File: src/rtl/divider_core.sv
// Sequential restoring divider on the scratch-memory/divider handshake.
//
// Captures a numerator (cdf value) and a denominator (normaliser) on a
// one-cycle read-data-ready strobe. It computes (numerator * SCALE) / denominator
// at one quotient bit per clock, then pulses div_done. The saturated quotient is
// presented on sc_mem_wt_data.
//
// Ports:
//   clk                 system clock, rising edge
//   reset               synchronous active-high reset
//   sc_mem_rd_data_rdy  one-cycle strobe, operands valid this cycle
//   sc_mem_rd_data1     numerator operand
//   sc_mem_rd_data2     denominator operand
//   div_done            one-cycle pulse, quotient valid
//   sc_mem_wt_data      saturated quotient, held until the next result
//   div_busy            high from capture edge through the div_done cycle
//   div_by_zero         last completed operation had a zero denominator
//   div_overrun         sticky, a strobe arrived while busy
module divider_core #(
    parameter int unsigned DATA_W  = 16,
    parameter int unsigned SCALE_W = 8,
    parameter int unsigned SCALE   = 255,
    parameter int unsigned QUOT_W  = 8
) (
    input  logic              clk,
    input  logic              reset,
    input  logic              sc_mem_rd_data_rdy,
    input  logic [DATA_W-1:0] sc_mem_rd_data1,
    input  logic [DATA_W-1:0] sc_mem_rd_data2,
    output logic              div_done,
    output logic [QUOT_W-1:0] sc_mem_wt_data,
    output logic              div_busy,
    output logic              div_by_zero,
    output logic              div_overrun
);

    localparam int unsigned NW   = DATA_W + SCALE_W;
    localparam int unsigned CntW = $clog2(NW + 1);

    localparam logic [NW-1:0]   ScaleExt = NW'(SCALE);
    localparam logic [CntW-1:0] LastIter = CntW'(NW - 1);

    typedef enum logic [1:0] {
        StIdle,
        StIter,
        StDone
    } state_e;

    state_e            state_q, state_d;
    logic [NW-1:0]     num_q, num_d;
    logic [NW-1:0]     quot_q, quot_d;
    logic [DATA_W-1:0] den_q, den_d;
    logic [DATA_W:0]   rem_q, rem_d;
    logic [CntW-1:0]   cnt_q, cnt_d;
    logic              dz_pend_q, dz_pend_d;   // zero-denominator flag of the op in flight
    logic              dz_q, dz_d;
    logic [QUOT_W-1:0] wt_q, wt_d;
    logic              ovr_q, ovr_d;

    logic [DATA_W:0]   rem_shift;
    logic              fits;
    logic [NW-1:0]     quot_next;

    always_comb begin
        rem_shift = {rem_q[DATA_W-1:0], num_q[NW-1]};
        fits      = rem_shift >= {1'b0, den_q};
        quot_next = {quot_q[NW-2:0], fits};

        state_d   = state_q;
        num_d     = num_q;
        quot_d    = quot_q;
        den_d     = den_q;
        rem_d     = rem_q;
        cnt_d     = cnt_q;
        dz_pend_d = dz_pend_q;
        dz_d      = dz_q;
        wt_d      = wt_q;
        ovr_d     = ovr_q;

        unique case (state_q)
            StIdle: begin
                if (sc_mem_rd_data_rdy) begin
                    num_d     = NW'(sc_mem_rd_data1) * ScaleExt;
                    den_d     = sc_mem_rd_data2;
                    rem_d     = '0;
                    quot_d    = '0;
                    cnt_d     = '0;
                    dz_pend_d = (sc_mem_rd_data2 == '0);
                    state_d   = StIter;
                end
            end
            StIter: begin
                rem_d  = fits ? (rem_shift - {1'b0, den_q}) : rem_shift;
                num_d  = num_q << 1;
                quot_d = quot_next;
                cnt_d  = cnt_q + 1'b1;
                if (cnt_q == LastIter) begin
                    // Result registers are loaded from the final iteration so they
                    // are already valid in the DONE cycle.
                    state_d = StDone;
                    dz_d    = dz_pend_q;
                    if (dz_pend_q || (|quot_next[NW-1:QUOT_W])) begin
                        wt_d = '1;
                    end else begin
                        wt_d = quot_next[QUOT_W-1:0];
                    end
                end
            end
            StDone: begin
                state_d = StIdle;
            end
            default: begin
                state_d = StIdle;
            end
        endcase

        if (sc_mem_rd_data_rdy && (state_q != StIdle)) begin
            ovr_d = 1'b1;
        end
    end

    always_ff @(posedge clk) begin
        if (reset) begin
            state_q   <= StIdle;
            num_q     <= '0;
            quot_q    <= '0;
            den_q     <= '0;
            rem_q     <= '0;
            cnt_q     <= '0;
            dz_pend_q <= 1'b0;
            dz_q      <= 1'b0;
            wt_q      <= '0;
            ovr_q     <= 1'b0;
        end else begin
            state_q   <= state_d;
            num_q     <= num_d;
            quot_q    <= quot_d;
            den_q     <= den_d;
            rem_q     <= rem_d;
            cnt_q     <= cnt_d;
            dz_pend_q <= dz_pend_d;
            dz_q      <= dz_d;
            wt_q      <= wt_d;
            ovr_q     <= ovr_d;
        end
    end

    assign div_done       = (state_q == StDone);
    assign div_busy       = (state_q != StIdle);
    assign sc_mem_wt_data = wt_q;
    assign div_by_zero    = dz_q;
    assign div_overrun    = ovr_q;

endmodule

File: config.mk
export PLATFORM = sky130hd
export DESIGN_NAME = divider_core
export DESIGN_NICKNAME = d
export VERILOG_FILES = /design/src/rtl/divider_core.sv
export SDC_FILE = /design/constraint.sdc
export NUM_CORES = 1
export LEC_CHECK = 0
export BUFFER_PORTS_ARGS = -buffer_cell sky130_fd_sc_hd__clkbuf_2
export CAP_MARGIN = 20
export CORE_UTILIZATION = 62
export DETAILED_ROUTE_END_ITERATION = 7
export PLACE_DENSITY = 0.92
export SYNTH_ARGS = -nofsm -noshare
export SYNTH_HDL_FRONTEND = slang
export SYNTH_SLANG_ARGS = --single-unit
File: constraint.sdc
create_clock -name clk -period 5.75 [get_ports clk]
set_input_delay 1.15 -clock clk [delete_from_list [all_inputs] [get_ports clk]]
set_output_delay 1.15 -clock clk [all_outputs]
set_load 0.05 [all_outputs]
Yosys cells after proc, flatten, opt, wreduce, memory -nomap -nowiden. Cells that the tools add are included.

Flip-flop bits (word level): 97. Output and inout bits: 12. Word-level logic and storage cells: 43.

Add/sub/neg operators: 2. Multipliers: 1. $lt $le $gt $ge: 1. Equal/unequal tests: 5. Muxes and demuxes: 13. Reductions and logical operators: 11.

Operator list (number): 24-bit case mux with 2 select lines (1); 23-bit case mux with 2 select lines (1); 16-bit 2-to-1 mux (2); 16-bit case mux with 2 select lines (1); 16-bit by 8-bit multiplier with 24-bit output, second input constant (1); 24-bit 2-to-1 mux (1); 23-bit 2-to-1 mux (1); 17-bit by 16-bit >= comparator with 1-bit output (1); 16-bit zero test (1); 16-bit OR reduction (1); 16-bit subtractor (1); 5-bit case mux with 2 select lines (1); 8-bit 2-to-1 mux (1); 2-bit AND reduction (4); 5-bit by 1-bit adder with 5-bit output, second input constant (1); 5-bit == test, second input constant (1); 5-bit 2-to-1 mux (1); 2-bit 2-to-1 mux (2); 2-bit != test, second input constant (2); 2-bit case mux with 2 select lines (1); 2-bit nonzero test (2); 2-bit by 1-bit == test with 1-bit output, second input constant (1); 2-bit == test, second input constant (1); 2-bit zero test (1); 2 further kinds (2).

Longest topological paths before layout.
Depth after elaboration: 3. Gate-level depth with buffers: 16. Depth with buffers taken out: 16.

Worst setup path before layout. OpenSTA, ideal clock, no wires.

Kind: in2reg. Start point: input sc_mem_rd_data1[6]. End point: register num_q[21]. Arrival: 5134 ps. Required time: 5676 ps. Slack: 541 ps. Cell stages on the path: 16. Buffers on the path: 0. Cell sequence: inv_1 > fa_1 > inv_1 > fa_1 > fa_1 > inv_1 > fa_1 > inv_1 > ha_1 > nand3_1 > nor2_1 > o21ai_1 > nand2b_1 > a311oi_1 > or4_1 > a31oi_1.

Cells in the longest elaborated chain, start to end: 3.

RTL lines: start: declaration (RTL line 28) `input logic [DATA_W-1:0] sc_mem_rd_data1,`; 16-bit by 8-bit multiplier with 24-bit output (RTL line 83) `num_d = NW'(sc_mem_rd_data1) * ScaleExt;`; 24-bit 2-to-1 mux (RTL line 82) `if (sc_mem_rd_data_rdy) begin`; 24-bit case mux with 2 select lines (RTL line 80) `unique case (state_q)`; end signal: assignment (RTL line 136) `num_q <= num_d;`; end: declaration (RTL line 50) `logic [NW-1:0] num_q, num_d;`.

Every way passes these cells. The select of a mux whose other input is x is not followed. A chain may end at the register's enable or synchronous reset.

Worst setup path after layout. Same ends and word-level chain as after synthesis.

==> impl_metrics.toml <==
[outcome]
run_status = "finished clean"

[pwr]
clock_power_share_pct = 12.8
p_per_area_mw_per_mm2 = 601
static_leak_nw = 3.84
peakVddDrop_mv = 0.441
netSwitchingFraction_pct = 48.6
p_int_w = 0.00257
power.total_w = 0.00499
power.sequential.fraction_pct = 16.9
power_switching_w = 0.00242
pwr-share-comb_pct = 70.3

[clock_network]
clock-sinks = 97
post_cts_resize_count = 0
cts-buffers-inserted = 9
tritoncts = "done"
clk-insertion-delay-late_ns = 0.35
h-tree-depth = 3
clock_buffer_depth = 2
post_cts_hold_buffer_count = 0
clk_pin_slew_worst_paths_ns = 0.07
cts_setup_buffers = 0
cts_root_buffer = "sky130_fd_sc_hd__clkbuf_16"

[critical_path]
timing.setup.critical_path_class = "in2reg"
worst_path_dominant_cell_family = "adder cells"
critical_path_launch_point_type = "input port"
worst_ep_arrival_time_ns = 5.69
cpMaxStageDelayCell = "sky130_fd_sc_hd__fa_1"
worstPathCellList = "clkbuf_2 -> inv_1 -> fa_1 -> inv_1 -> fa_1 -> fa_1 -> inv_1 -> fa_1 -> inv_1 -> ha_1 -> nand3_1 -> nor2_1 -> o21ai_1 -> nand2b_1 -> a311oi_1 -> or4_1 -> a31oi_1"
crit_path_largest_cell_delay_ns = 0.65
critical_path.n_buffers_inverters = 5
worst_ep_required_time_ns = 6.03
crit_path_end_kind = "flip-flop"
path_max_fanout = 5

[floorplan]
fp.dieArea_mm2 = 0.0128
num_rows = 40
die_w_um = 113
initial_core_util_pct = 63.7
die_y_um = 113
core_mm2 = 0.0120
io_pins = 47

[place]
place.port_buffers = 46
dp.final_hpwl_mm = 12.7
place.detailed.instances = 1051
placed_area_mm2 = 0.00797
routabilityCongestion = 0.889

[cells_and_area]
area.growth.synth_to_final_pct = 8.51
post_route_cells_drive_above_1_share_pct = 8.47
layout.cells.most_common_list = "sky130_fd_sc_hd__inv_1, sky130_fd_sc_hd__dfxtp_1, sky130_fd_sc_hd__nand2_1, sky130_fd_sc_hd__nor2_1, sky130_fd_sc_hd__fa_1"
final_cell_area_mm2 = 0.00830
design.final.nets = 1083
layout.cells.non_filler = 1068
mostFrequentLayoutCell = "sky130_fd_sc_hd__inv_1"
insertedDiodeCount = 0

[yosys]
synth_edf_count = 0
net_count_after_synthesis = 1051
synthDistinctLibCells = 62
synthesis.yosys.warnings = 0
asyncSetResetFlopFracSynth_pct = 0
synth_register_bits = 97
syn_inst_count = 884
netlist.top_cell.by_area = "sky130_fd_sc_hd__dfxtp_1"
synthesis.area_mm2 = 0.00765
synthFlopType = "sky130_fd_sc_hd__dfxtp_1"
syn-mean-instance-area_um2 = 8.65
synth.yosys.seq_area_share_pct = 25.4
synth_top_cell_area_share_pct = 25.4
synth_area_leaders = "sky130_fd_sc_hd__dfxtp_1, sky130_fd_sc_hd__fa_1, sky130_fd_sc_hd__ha_1, sky130_fd_sc_hd__inv_1, sky130_fd_sc_hd__a21oi_1"

[timing]
final_setup_viols = 0
timing_hold_violations_final = 0
timing.fmax_mhz = 185
finalClockSkew_ns = 0.00818
fin_tns_setup_ns = 0
minimum_clock_period_ns = 5.41
maxSlewViolCount = 0
finalCritPeriodShare_pct = 94.2
timing_worst_slew_pin_value_ns = 1.10
timing.slew.headroom_pct = 27.0
rsz_0062_raised_after_global_routing = "no"

[drt]
route.detailed.wl_per_inst_um = 16.1
final_wirelength_mm = 17.1
detailed_router_s_first_iteration_violation_count = 559
number_of_iterations_in_the_first_detailed_routing_pass = 8
dr_total_vias = 6482
antenna_violating_nets_post_route = 0
drc_errors = 0
vias_per_cell = 6.07

[run]
max-cap-violations = 0

[global_routing]
global_route.usage.total_pct = 28.2
grt_overflow_total = 0
antenna_violations_before_repair = 0
grt_max_degree = 48
grt_first_pass_wirelength_mm = 29.2
first_global_vias = 6383

[min_path]
timing.hold.worst.class = "reg2reg"
-- layer usage --
layer / track usage [%] / share of wire [%] / up-vias
met5: 0 / 0 / -
met4: 11.1 / 3.0 / 0
met3: 4.55 / 6.6 / 44
met2: 47.4 / 49 / 258
met1: 36.6 / 41 / 3134
li1: - / - / 3046
-- sequential cells by signal, indices dropped and copies added, names as in the netlist --
signal / flops
rem_q: 16
div_by_zero: 1
div_overrun: 1
cnt_q: 5
dz_pend_q: 1
quot_q: 23
den_q: 16
state_q: 2
sc_mem_wt_data: 8
num_q: 24
-- power by group through the flow --
stage | sequential, W | clock [W] | combinational, W
finish | 0.000845 | 0.000636 | 0.00351
CTS | 0.000840 | 0.000639 | 0.00344
global placement | 0.000851 | 0 | 0.00322
floorplan | 0.000835 | 0 | 0.00278
detailed placement | 0.000852 | 0 | 0.00339
global route | 0.000855 | 0.000666 | 0.00387
-- cell usage after synthesis (3+ instances only) --
| master | n |
|---|---|
| sky130_fd_sc_hd__nor2b_1 | 6 |
| sky130_fd_sc_hd__o221a_1 | 8 |
| sky130_fd_sc_hd__a22oi_1 | 32 |
| sky130_fd_sc_hd__nand4_1 | 5 |
| sky130_fd_sc_hd__a31oi_1 | 5 |
| sky130_fd_sc_hd__nand3_1 | 13 |
| sky130_fd_sc_hd__a21oi_1 | 64 |
| sky130_fd_sc_hd__nor3_1 | 7 |
| sky130_fd_sc_hd__xor2_1 | 17 |
| sky130_fd_sc_hd__fa_1 | 71 |
| sky130_fd_sc_hd__nor2_1 | 72 |
| sky130_fd_sc_hd__a21boi_0 | 3 |
| sky130_fd_sc_hd__ha_1 | 61 |
| sky130_fd_sc_hd__buf_1 | 5 |
| sky130_fd_sc_hd__a222oi_1 | 9 |
| sky130_fd_sc_hd__clkbuf_1 | 22 |
| sky130_fd_sc_hd__o22ai_1 | 8 |
| sky130_fd_sc_hd__o21a_1 | 4 |
| sky130_fd_sc_hd__nand2_1 | 80 |
| sky130_fd_sc_hd__mux2i_1 | 15 |
| sky130_fd_sc_hd__o221a_2 | 3 |
| sky130_fd_sc_hd__dfxtp_1 | 97 |
| sky130_fd_sc_hd__nand2b_1 | 11 |
| sky130_fd_sc_hd__o21ai_1 | 21 |
| sky130_fd_sc_hd__a21o_1 | 6 |
| sky130_fd_sc_hd__xnor2_1 | 11 |
| sky130_fd_sc_hd__a211oi_1 | 5 |
| sky130_fd_sc_hd__o21ai_0 | 11 |
| sky130_fd_sc_hd__and3_1 | 6 |
| sky130_fd_sc_hd__a32oi_1 | 3 |
| sky130_fd_sc_hd__nor4_1 | 9 |
| sky130_fd_sc_hd__inv_1 | 154 |
| sky130_fd_sc_hd__o211ai_1 | 3 |
-- final timing paths --
check / from / endpoint / slack, ns / cells past startpoint
worst max-delay path: sc_mem_rd_data1[6] / num_q[21] / 0.34 / 17
worst min-delay path: den_q[12] / den_q[12] / 0.46 / 2
worst max register to register: den_q[12] / rem_q[10] / 2.74 / 9
worst min register to register: den_q[12] / den_q[12] / 0.46 / 2
-- worst reg2reg max path: cells and delay by family (launching register included) --
kind,cells,cell delay [ns]
flip-flops,1,0.33
adder cells (fa/ha/maj),1,0.45
AO/OA/AOI/OAI,3,1.08
AND/OR/NAND/NOR,3,0.64
buffers and inverters,1,0.05
multiplexers,1,0.35
-- logic make-up after synthesis --
logic type / Yosys count / synth area share [%]
flip-flops: 97 / 25.4
buffers and inverters: 183 / 9.18
AO/OA/AOI/OAI: 203 / 18.2
multiplexers: 16 / 2.11
XOR/XNOR: 28 / 3.21
adder cells (fa/ha/maj): 132 / 28.6
AND/OR/NAND/NOR: 225 / 13.4
-- per-stage QoR --
stage	util [%]	setup WS [ns]	hold slack [ns]
after floorplan	-	0.541	0.436
after global placement	66.3	0.258	0.444
after detailed placement	66.3	0.0880	0.448
after CTS	69.0	0.390	0.457
after global routing	69.1	0.0831	0.468
final	69.1	0.335	0.457
-- area by class of cell --
| class | count | area (µm²) |
|---|---|---|
| fill | 868 | 3710 |
| sequential | 97 | 1940 |
| timing repair buffer | 50 | 264 |
| clock inverter | 7 | 95.1 |
| tap | 147 | 184 |
| multi-input combinational | 604 | 5010 |
| clock buffer | 9 | 225 |
| inverter | 154 | 578 |
(Power assumes the default switching activity.)
